**src/rtl/alu_reservation_station.sv**
```systemverilog
// ALU reservation station: buffers dispatched ALU ops, snoops both result buses, issues the lowest-index ready entry.
// Optional macro ALU_RS_WAKEUP_BYPASS_EN: a CDB wakeup may issue in the same cycle with the broadcast value bypassed.
module alu_reservation_station #(
  parameter int RS_SIZE       = 8,
  parameter int TYPE_BIT      = 6,
  parameter int ROB_INDEX_BIT = 4
) (
  input  logic                     clk_in,
  input  logic                     rst_in,
  input  logic                     rdy_in,
  input  logic                     clear_in,
  input  logic                     disp_valid,
  input  logic [TYPE_BIT-1:0]      disp_type,
  input  logic [ROB_INDEX_BIT-1:0] disp_rob_id,
  input  logic [31:0]              disp_vj,
  input  logic [31:0]              disp_vk,
  input  logic                     disp_qj_busy,
  input  logic                     disp_qk_busy,
  input  logic [ROB_INDEX_BIT-1:0] disp_qj,
  input  logic [ROB_INDEX_BIT-1:0] disp_qk,
  output logic                     full,
  input  logic                     alu_cdb_valid,
  input  logic [ROB_INDEX_BIT-1:0] alu_cdb_rob_id,
  input  logic [31:0]              alu_cdb_value,
  input  logic                     lsb_cdb_valid,
  input  logic [ROB_INDEX_BIT-1:0] lsb_cdb_rob_id,
  input  logic [31:0]              lsb_cdb_value,
  output logic                     alu_req,
  output logic [TYPE_BIT-1:0]      alu_type,
  output logic [31:0]              alu_r1,
  output logic [31:0]              alu_r2,
  output logic [ROB_INDEX_BIT-1:0] alu_rob_id
);
  localparam int IDX_BIT = $clog2(RS_SIZE);

  typedef struct packed {
    logic                     busy;
    logic [TYPE_BIT-1:0]      op;
    logic [ROB_INDEX_BIT-1:0] rob_id;
    logic [31:0]              vj;
    logic [31:0]              vk;
    logic                     qj_busy;
    logic [ROB_INDEX_BIT-1:0] qj;
    logic                     qk_busy;
    logic [ROB_INDEX_BIT-1:0] qk;
  } entry_t;

  entry_t             ent_q [RS_SIZE];
  entry_t             ent_d [RS_SIZE];
  logic               full_d;
  logic               issue_hit;
  logic               free_hit;
  logic [IDX_BIT-1:0] issue_idx;
  logic [IDX_BIT-1:0] free_idx;
  logic [31:0]        issue_r1;
  logic [31:0]        issue_r2;

  function automatic logic cdb_hit(input logic [ROB_INDEX_BIT-1:0] tag);
    return (alu_cdb_valid && alu_cdb_rob_id == tag) || (lsb_cdb_valid && lsb_cdb_rob_id == tag);
  endfunction

  // ALU bus wins when both buses carry the same tag.
  function automatic logic [31:0] cdb_value(input logic [ROB_INDEX_BIT-1:0] tag);
    return (alu_cdb_valid && alu_cdb_rob_id == tag) ? alu_cdb_value : lsb_cdb_value;
  endfunction

  // Issue and free-slot selection, both lowest index first, from registered occupancy.
  always_comb begin
    logic j_ok;
    logic k_ok;
    // NOTE: every output of a combinational block gets a default first, otherwise a latch is inferred.
    j_ok      = 1'b0;
    k_ok      = 1'b0;
    issue_hit = 1'b0;
    issue_idx = '0;
    issue_r1  = '0;
    issue_r2  = '0;
    free_hit  = 1'b0;
    free_idx  = '0;
    for (int i = 0; i < RS_SIZE; i++) begin
`ifdef ALU_RS_WAKEUP_BYPASS_EN
      j_ok = !ent_q[i].qj_busy || cdb_hit(ent_q[i].qj);
      k_ok = !ent_q[i].qk_busy || cdb_hit(ent_q[i].qk);
`else
      j_ok = !ent_q[i].qj_busy;
      k_ok = !ent_q[i].qk_busy;
`endif
      if (!issue_hit && ent_q[i].busy && j_ok && k_ok) begin
        issue_hit = 1'b1;
        issue_idx = IDX_BIT'(i);
        issue_r1  = ent_q[i].qj_busy ? cdb_value(ent_q[i].qj) : ent_q[i].vj;
        issue_r2  = ent_q[i].qk_busy ? cdb_value(ent_q[i].qk) : ent_q[i].vk;
      end
      if (!free_hit && !ent_q[i].busy) begin
        free_hit = 1'b1;
        free_idx = IDX_BIT'(i);
      end
    end
  end

  // Next-state: wakeup, free the issued slot, then dispatch into the pre-edge free slot.
  always_comb begin
    ent_d = ent_q;
    for (int i = 0; i < RS_SIZE; i++) begin
      if (ent_q[i].busy && ent_q[i].qj_busy && cdb_hit(ent_q[i].qj)) begin
        ent_d[i].qj_busy = 1'b0;
        ent_d[i].vj      = cdb_value(ent_q[i].qj);
      end
      if (ent_q[i].busy && ent_q[i].qk_busy && cdb_hit(ent_q[i].qk)) begin
        ent_d[i].qk_busy = 1'b0;
        ent_d[i].vk      = cdb_value(ent_q[i].qk);
      end
    end
    if (issue_hit) ent_d[issue_idx].busy = 1'b0;
    if (disp_valid && !full && free_hit) begin
      ent_d[free_idx].busy    = 1'b1;
      ent_d[free_idx].op      = disp_type;
      ent_d[free_idx].rob_id  = disp_rob_id;
      ent_d[free_idx].qj      = disp_qj;
      ent_d[free_idx].qk      = disp_qk;
      ent_d[free_idx].qj_busy = disp_qj_busy && !cdb_hit(disp_qj);
      ent_d[free_idx].qk_busy = disp_qk_busy && !cdb_hit(disp_qk);
      ent_d[free_idx].vj      = (disp_qj_busy && cdb_hit(disp_qj)) ? cdb_value(disp_qj) : disp_vj;
      ent_d[free_idx].vk      = (disp_qk_busy && cdb_hit(disp_qk)) ? cdb_value(disp_qk) : disp_vk;
    end
    full_d = 1'b1;
    for (int i = 0; i < RS_SIZE; i++) full_d = full_d && ent_d[i].busy;
  end

  // NOTE: sequential state uses non-blocking assignments so every register samples pre-edge values.
  always_ff @(posedge clk_in) begin
    if (rst_in) begin
      // NOTE: only the busy flags are reset; payload fields are never read while their entry is free.
      for (int i = 0; i < RS_SIZE; i++) ent_q[i].busy <= 1'b0;
      alu_req    <= 1'b0;
      alu_type   <= '0;
      alu_r1     <= '0;
      alu_r2     <= '0;
      alu_rob_id <= '0;
      full       <= 1'b0;
    end else if (clear_in) begin
      for (int i = 0; i < RS_SIZE; i++) ent_q[i].busy <= 1'b0;
      alu_req <= 1'b0;
      full    <= 1'b0;
    end else if (rdy_in) begin
      ent_q   <= ent_d;
      full    <= full_d;
      alu_req <= issue_hit;
      if (issue_hit) begin
        alu_type   <= ent_q[issue_idx].op;
        alu_r1     <= issue_r1;
        alu_r2     <= issue_r2;
        alu_rob_id <= ent_q[issue_idx].rob_id;
      end
    end
  end

endmodule

```
**config.mk**
```make
export PLATFORM = sky130hd
export DESIGN_NAME = alu_reservation_station
export DESIGN_NICKNAME = d
export VERILOG_FILES = /design/src/rtl/alu_reservation_station.sv
export SDC_FILE = /design/constraint.sdc
export NUM_CORES = 2
export LEC_CHECK = 0
export ABC_AREA = 1
export ABC_CLOCK_PERIOD_IN_PS = 56700
export BUFFER_PORTS_ARGS = -buffer_cell sky130_fd_sc_hd__buf_2
export CAP_MARGIN = 25
export CORE_MARGIN = 4
export CORE_UTILIZATION = 30
export CTS_BUF_LIST = sky130_fd_sc_hd__clkbuf_8 sky130_fd_sc_hd__clkbuf_16
export DETAILED_ROUTE_END_ITERATION = 10
export GPL_ROUTABILITY_DRIVEN = 0
export REMOVE_ABC_BUFFERS = 1
export SYNTH_ARGS = -nofsm -noshare
export SYNTH_HDL_FRONTEND = slang
export SYNTH_SLANG_ARGS = --single-unit
```
**constraint.sdc**
```tcl
create_clock -name clk_in -period 56.7 [get_ports clk_in]
set_input_delay 17.01 -clock clk_in [delete_from_list [all_inputs] [get_ports clk_in]]
set_output_delay 17.01 -clock clk_in [all_outputs]
set_load 0.03 [all_outputs]
```
==> flow_metrics.py <==
metrics = {
    "grt": {
        "grt_max_degree": 158,
        "wire_length_of_the_first_global_routing_pass_um": 325000,
        "grt_overflow": 0,
        "grt_pass1_vias": 46800,
        "initial_antenna_violation_count": 52,
        "track_usage_pct": 25.1,
    },
    "drt": {
        "detailedRoute.firstPassIterationCount": 9,
        "ant_nets": 0,
        "drt_iter0_markers": 8080,
        "remaining_drc_errors": 0,
        "vias": 51900,
        "final_routed_wirelength_um": 228000,
        "vias_per_cell": 5.69,
        "detail_route.wl_per_cell_um": 25.0,
    },
    "synth": {
        "synth_sequential_area_ratio_pct": 43.6,
        "synth-edff-count": 672,
        "syn_area_per_cell_um2": 7.18,
        "ys_types": 53,
        "ys_warn_count": 0,
        "synthesis.instances": 6990,
        "ys_dominant_reg_cell": "sky130_fd_sc_hd__edfxtp_1",
        "synth.ff_latch_count": 756,
        "async_flop_share_pct": 0,
        "mappedNetlistArea_um2": 50200,
    },
    "worst_setup_path": {
        "timing.critical_path.to_type": "flip-flop",
        "critical_path_peak_fanout": 31,
        "cp.arrival_ns": 21.13,
        "cp.required_ns": 57.13,
        "worst_setup_path_start_kind": "input port",
        "criticalPathCategory": "input port to flip-flop",
    },
    "placed_design": {
        "dp_slack_ns": 35.51,
        "dpl_cell_area_um2": 52300,
        "hpwl_um": 131000,
        "buffer_ports.inserted": 238,
    },
    "cells_and_area": {
        "num-fill-cells": 17600,
        "drive_above_1_share_pct": 9.24,
        "design.final.nets": 6989,
        "area_added_between_synthesis_and_finish_pct": 10.6,
        "fin_area_um2": 55500,
        "footprint_of_the_multi_input_gates_um2": 24400,
        "area.sequential_um2": 21900,
    },
    "clock_network": {
        "clk_pin_slew_ns": 0.06,
        "cts_max_path_buffers": 3,
        "tritoncts": "built",
        "post-cts-setup-buffer-count": 0,
        "number_of_gates_given_a_new_drive_strength_after_cts": 0,
        "post_cts_hold_buffer_count": 0,
        "cts_inserted_buffers": 94,
        "htreeDepth": 3,
        "clkLatencyLatePin_ns": 0.72,
        "cts_root_buf": "sky130_fd_sc_hd__clkbuf_16",
        "cts.sink_count": 756,
    },
    "timing": {
        "setup-tns-final_ns": 0,
        "post-route-period-util_pct": 36.5,
        "fin_skew_ns": 0.0497,
        "timing.fmax_ghz": 0.0483,
        "setup_violations": 0,
        "final_hold_viol_count": 0,
        "unrepaired_setup_endpoints_after_global_routing": "no",
        "finalMaxSlewViolations": 0,
        "timing.max_slew.rel_slack_pct": 23.8,
        "tightest_slew_ns": 1.14,
        "final.setup.worst_slack_ns": 36.00,
        "layout_min_cycle_time_ns": 20.70,
    },
    "floorplan": {
        "die_h_um": 417,
        "die_area_um2": 174000,
        "pin_count": 239,
        "core_um2": 166000,
        "fp.dieW_um": 417,
        "starting_density_pct": 30.3,
        "rows": 149,
    },
    "status": {
        "run_status": "complete, no violations",
    },
    "power": {
        "combinationalPowerShare_pct": 10.1,
        "power.density_nw_per_um2": 24.7,
        "net_switching_component_of_the_power_uw": 373,
        "clkPwrFrac_pct": 44.4,
        "ir_drop_mv": 0.0217,
        "total_leakage_power_nw": 21.4,
        "swShare_pct": 27.2,
        "sequentialPowerShare_pct": 45.5,
        "p_int_uw": 996,
    },
    "min_path": {
        "hp-class": "flip-flop to flip-flop",
    },
    "run": {
        "cap_viol_max_count": 0,
    },
}
==> logic make-up (layout without fill, tap and decap cells) <==
family / after synthesis / after routing / synth area share (%)
mux: 3 / 3 / 0.0599
xor+xnor: 28 / 28 / 0.489
compound gates: 2128 / 2128 / 23.0
buf+inv: 925 / 842 / 8.05
other cells: 0 / 24 / 0
flops: 756 / 756 / 43.6
simple gates: 3150 / 3150 / 24.9
==> cells in the mapped netlist, types with 9 or more instances <==
cell,n,share of area (%)
sky130_fd_sc_hd__edfxtp_1,672,40
sky130_fd_sc_hd__nand3_1,190,1.9
sky130_fd_sc_hd__buf_2,209,2.1
sky130_fd_sc_hd__a21oi_1,145,1.4
sky130_fd_sc_hd__dfxtp_1,84,3.4
sky130_fd_sc_hd__buf_1,67,0.50
sky130_fd_sc_hd__inv_2,31,0.23
sky130_fd_sc_hd__nand4_1,27,0.34
sky130_fd_sc_hd__buf_4,30,0.45
sky130_fd_sc_hd__inv_1,275,2.1
sky130_fd_sc_hd__o21ai_1,235,2.3
sky130_fd_sc_hd__a211oi_1,16,0.24
sky130_fd_sc_hd__o21ai_2,52,0.91
sky130_fd_sc_hd__nor3_1,21,0.21
sky130_fd_sc_hd__or2_2,9,0.11
sky130_fd_sc_hd__xnor2_1,21,0.37
sky130_fd_sc_hd__nor2_1,385,2.9
sky130_fd_sc_hd__nor2_4,9,0.20
sky130_fd_sc_hd__clkinv_1,10,0.075
sky130_fd_sc_hd__o22ai_1,49,0.61
sky130_fd_sc_hd__buf_6,24,0.54
sky130_fd_sc_hd__clkbuf_1,276,2.1
sky130_fd_sc_hd__nand3b_1,26,0.39
sky130_fd_sc_hd__o21ai_0,1440,14
sky130_fd_sc_hd__nand2_1,2454,18
sky130_fd_sc_hd__o211ai_1,120,1.8
sky130_fd_sc_hd__o21a_1,27,0.40
==> placed cells by master (no fill, tap or decap), types with 8 or more instances in the layout <==
master,count
sky130_fd_sc_hd__nor2_4,19
sky130_fd_sc_hd__nand2_2,9
sky130_fd_sc_hd__a21oi_1,138
sky130_fd_sc_hd__dfxtp_1,84
sky130_fd_sc_hd__inv_1,300
sky130_fd_sc_hd__o21ai_1,235
sky130_fd_sc_hd__clkbuf_8,8
sky130_fd_sc_hd__o21ai_0,1440
sky130_fd_sc_hd__nor3_1,21
sky130_fd_sc_hd__nand4_1,27
sky130_fd_sc_hd__or2_2,9
sky130_fd_sc_hd__nand2_1,2451
sky130_fd_sc_hd__clkbuf_16,94
sky130_fd_sc_hd__o21ai_2,52
sky130_fd_sc_hd__clkinv_2,17
sky130_fd_sc_hd__o31ai_1,8
sky130_fd_sc_hd__nand3b_1,26
sky130_fd_sc_hd__inv_6,9
sky130_fd_sc_hd__nand3_1,188
sky130_fd_sc_hd__edfxtp_1,672
sky130_fd_sc_hd__a211oi_1,16
sky130_fd_sc_hd__buf_4,102
sky130_fd_sc_hd__xnor2_1,21
sky130_fd_sc_hd__o22ai_1,49
sky130_fd_sc_hd__inv_2,25
sky130_fd_sc_hd__o21a_1,27
sky130_fd_sc_hd__nor2_1,382
sky130_fd_sc_hd__buf_2,238
sky130_fd_sc_hd__diode_2,24
sky130_fd_sc_hd__clkinv_1,27
sky130_fd_sc_hd__o211ai_1,120
==> stage by stage <==
stage | total power, mW | util (%) | hold slack (ns) | std cells
after floorplan | 0.721 | - | 0.509 | 6383
after global placement | 0.766 | 31.6 | 0.500 | 8914
after detailed placement | 0.769 | 31.6 | 0.509 | 8916
after CTS | 1.37 | 33.4 | 0.526 | 9093
after global routing | 1.41 | 33.5 | 0.540 | 9103
final | 1.37 | 33.5 | 0.517 | 9120
==> path summary, 6_finish.rpt <==
check	from	endpoint	slack, ns	cells past startpoint
hold reg to reg	full	full	0.52	2
setup reg to reg	ent_q[519]	alu_rob_id[0]	51.70	17
hold / removal	full	full	0.52	2
setup / recovery	alu_cdb_rob_id[1]	ent_q[475]	36.00	12
==> power by group through the flow <==
stage                     Clock [mW]  Combinational, mW  Sequential (mW)
after floorplan                    0             0.0742            0.646
after global placement             0              0.131            0.635
after detailed placement           0              0.134            0.635
after CTS                      0.613              0.134            0.623
after global routing           0.636              0.149            0.625
final                          0.608              0.138            0.624
==> worst max-delay path: stages <==
cell	delay [ns]
sky130_fd_sc_hd__buf_2	0.20
sky130_fd_sc_hd__inv_2	0.38
sky130_fd_sc_hd__nor2_1	0.08
sky130_fd_sc_hd__nor3_1	0.23
sky130_fd_sc_hd__nand3_1	0.79
sky130_fd_sc_hd__nand2_1	0.32
sky130_fd_sc_hd__nand2_2	0.30
sky130_fd_sc_hd__nor2_4	0.87
sky130_fd_sc_hd__buf_4	0.51
sky130_fd_sc_hd__o211ai_1	0.15
sky130_fd_sc_hd__o21ai_0	0.12
sky130_fd_sc_hd__o21ai_0	0.10
==> registers in the layout, indices dropped and copies added, names as in the netlist <==
| register | count |
|---|---|
| alu_r1 | 32 |
| alu_type | 6 |
| alu_r2 | 32 |
| full | 1 |
| alu_rob_id | 4 |
| alu_req | 1 |
| ent_q | 680 |
==> area by class of cell <==
class | count | area share, %
Antenna cell | 24 | 0.108
Clock buffer | 102 | 4.44
Clock inverter | 75 | 1.02
Inverter | 318 | 2.21
Multi-Input combinational cell | 5309 | 44.1
Sequential cell | 756 | 39.4
Tap cell | 2189 | 4.94
Timing Repair Buffer | 347 | 3.81
==> routing by layer <==
| metal | vias up | global-route usage [%] | wire length, um | part of all wire (%) |
|---|---|---|---|---|
| met4 | 30 | 14.1 | 14400 | 6.3 |
| met1 | 24000 | 32.1 | 84100 | 37 |
| met5 | - | 0 | 191 | 0.084 |
| met3 | 766 | 5.55 | 29100 | 13 |
| met2 | 3771 | 39.1 | 99900 | 44 |
| li1 | 23300 | - | - | - |
No activity file was read; power rests on OpenSTA's default activity.
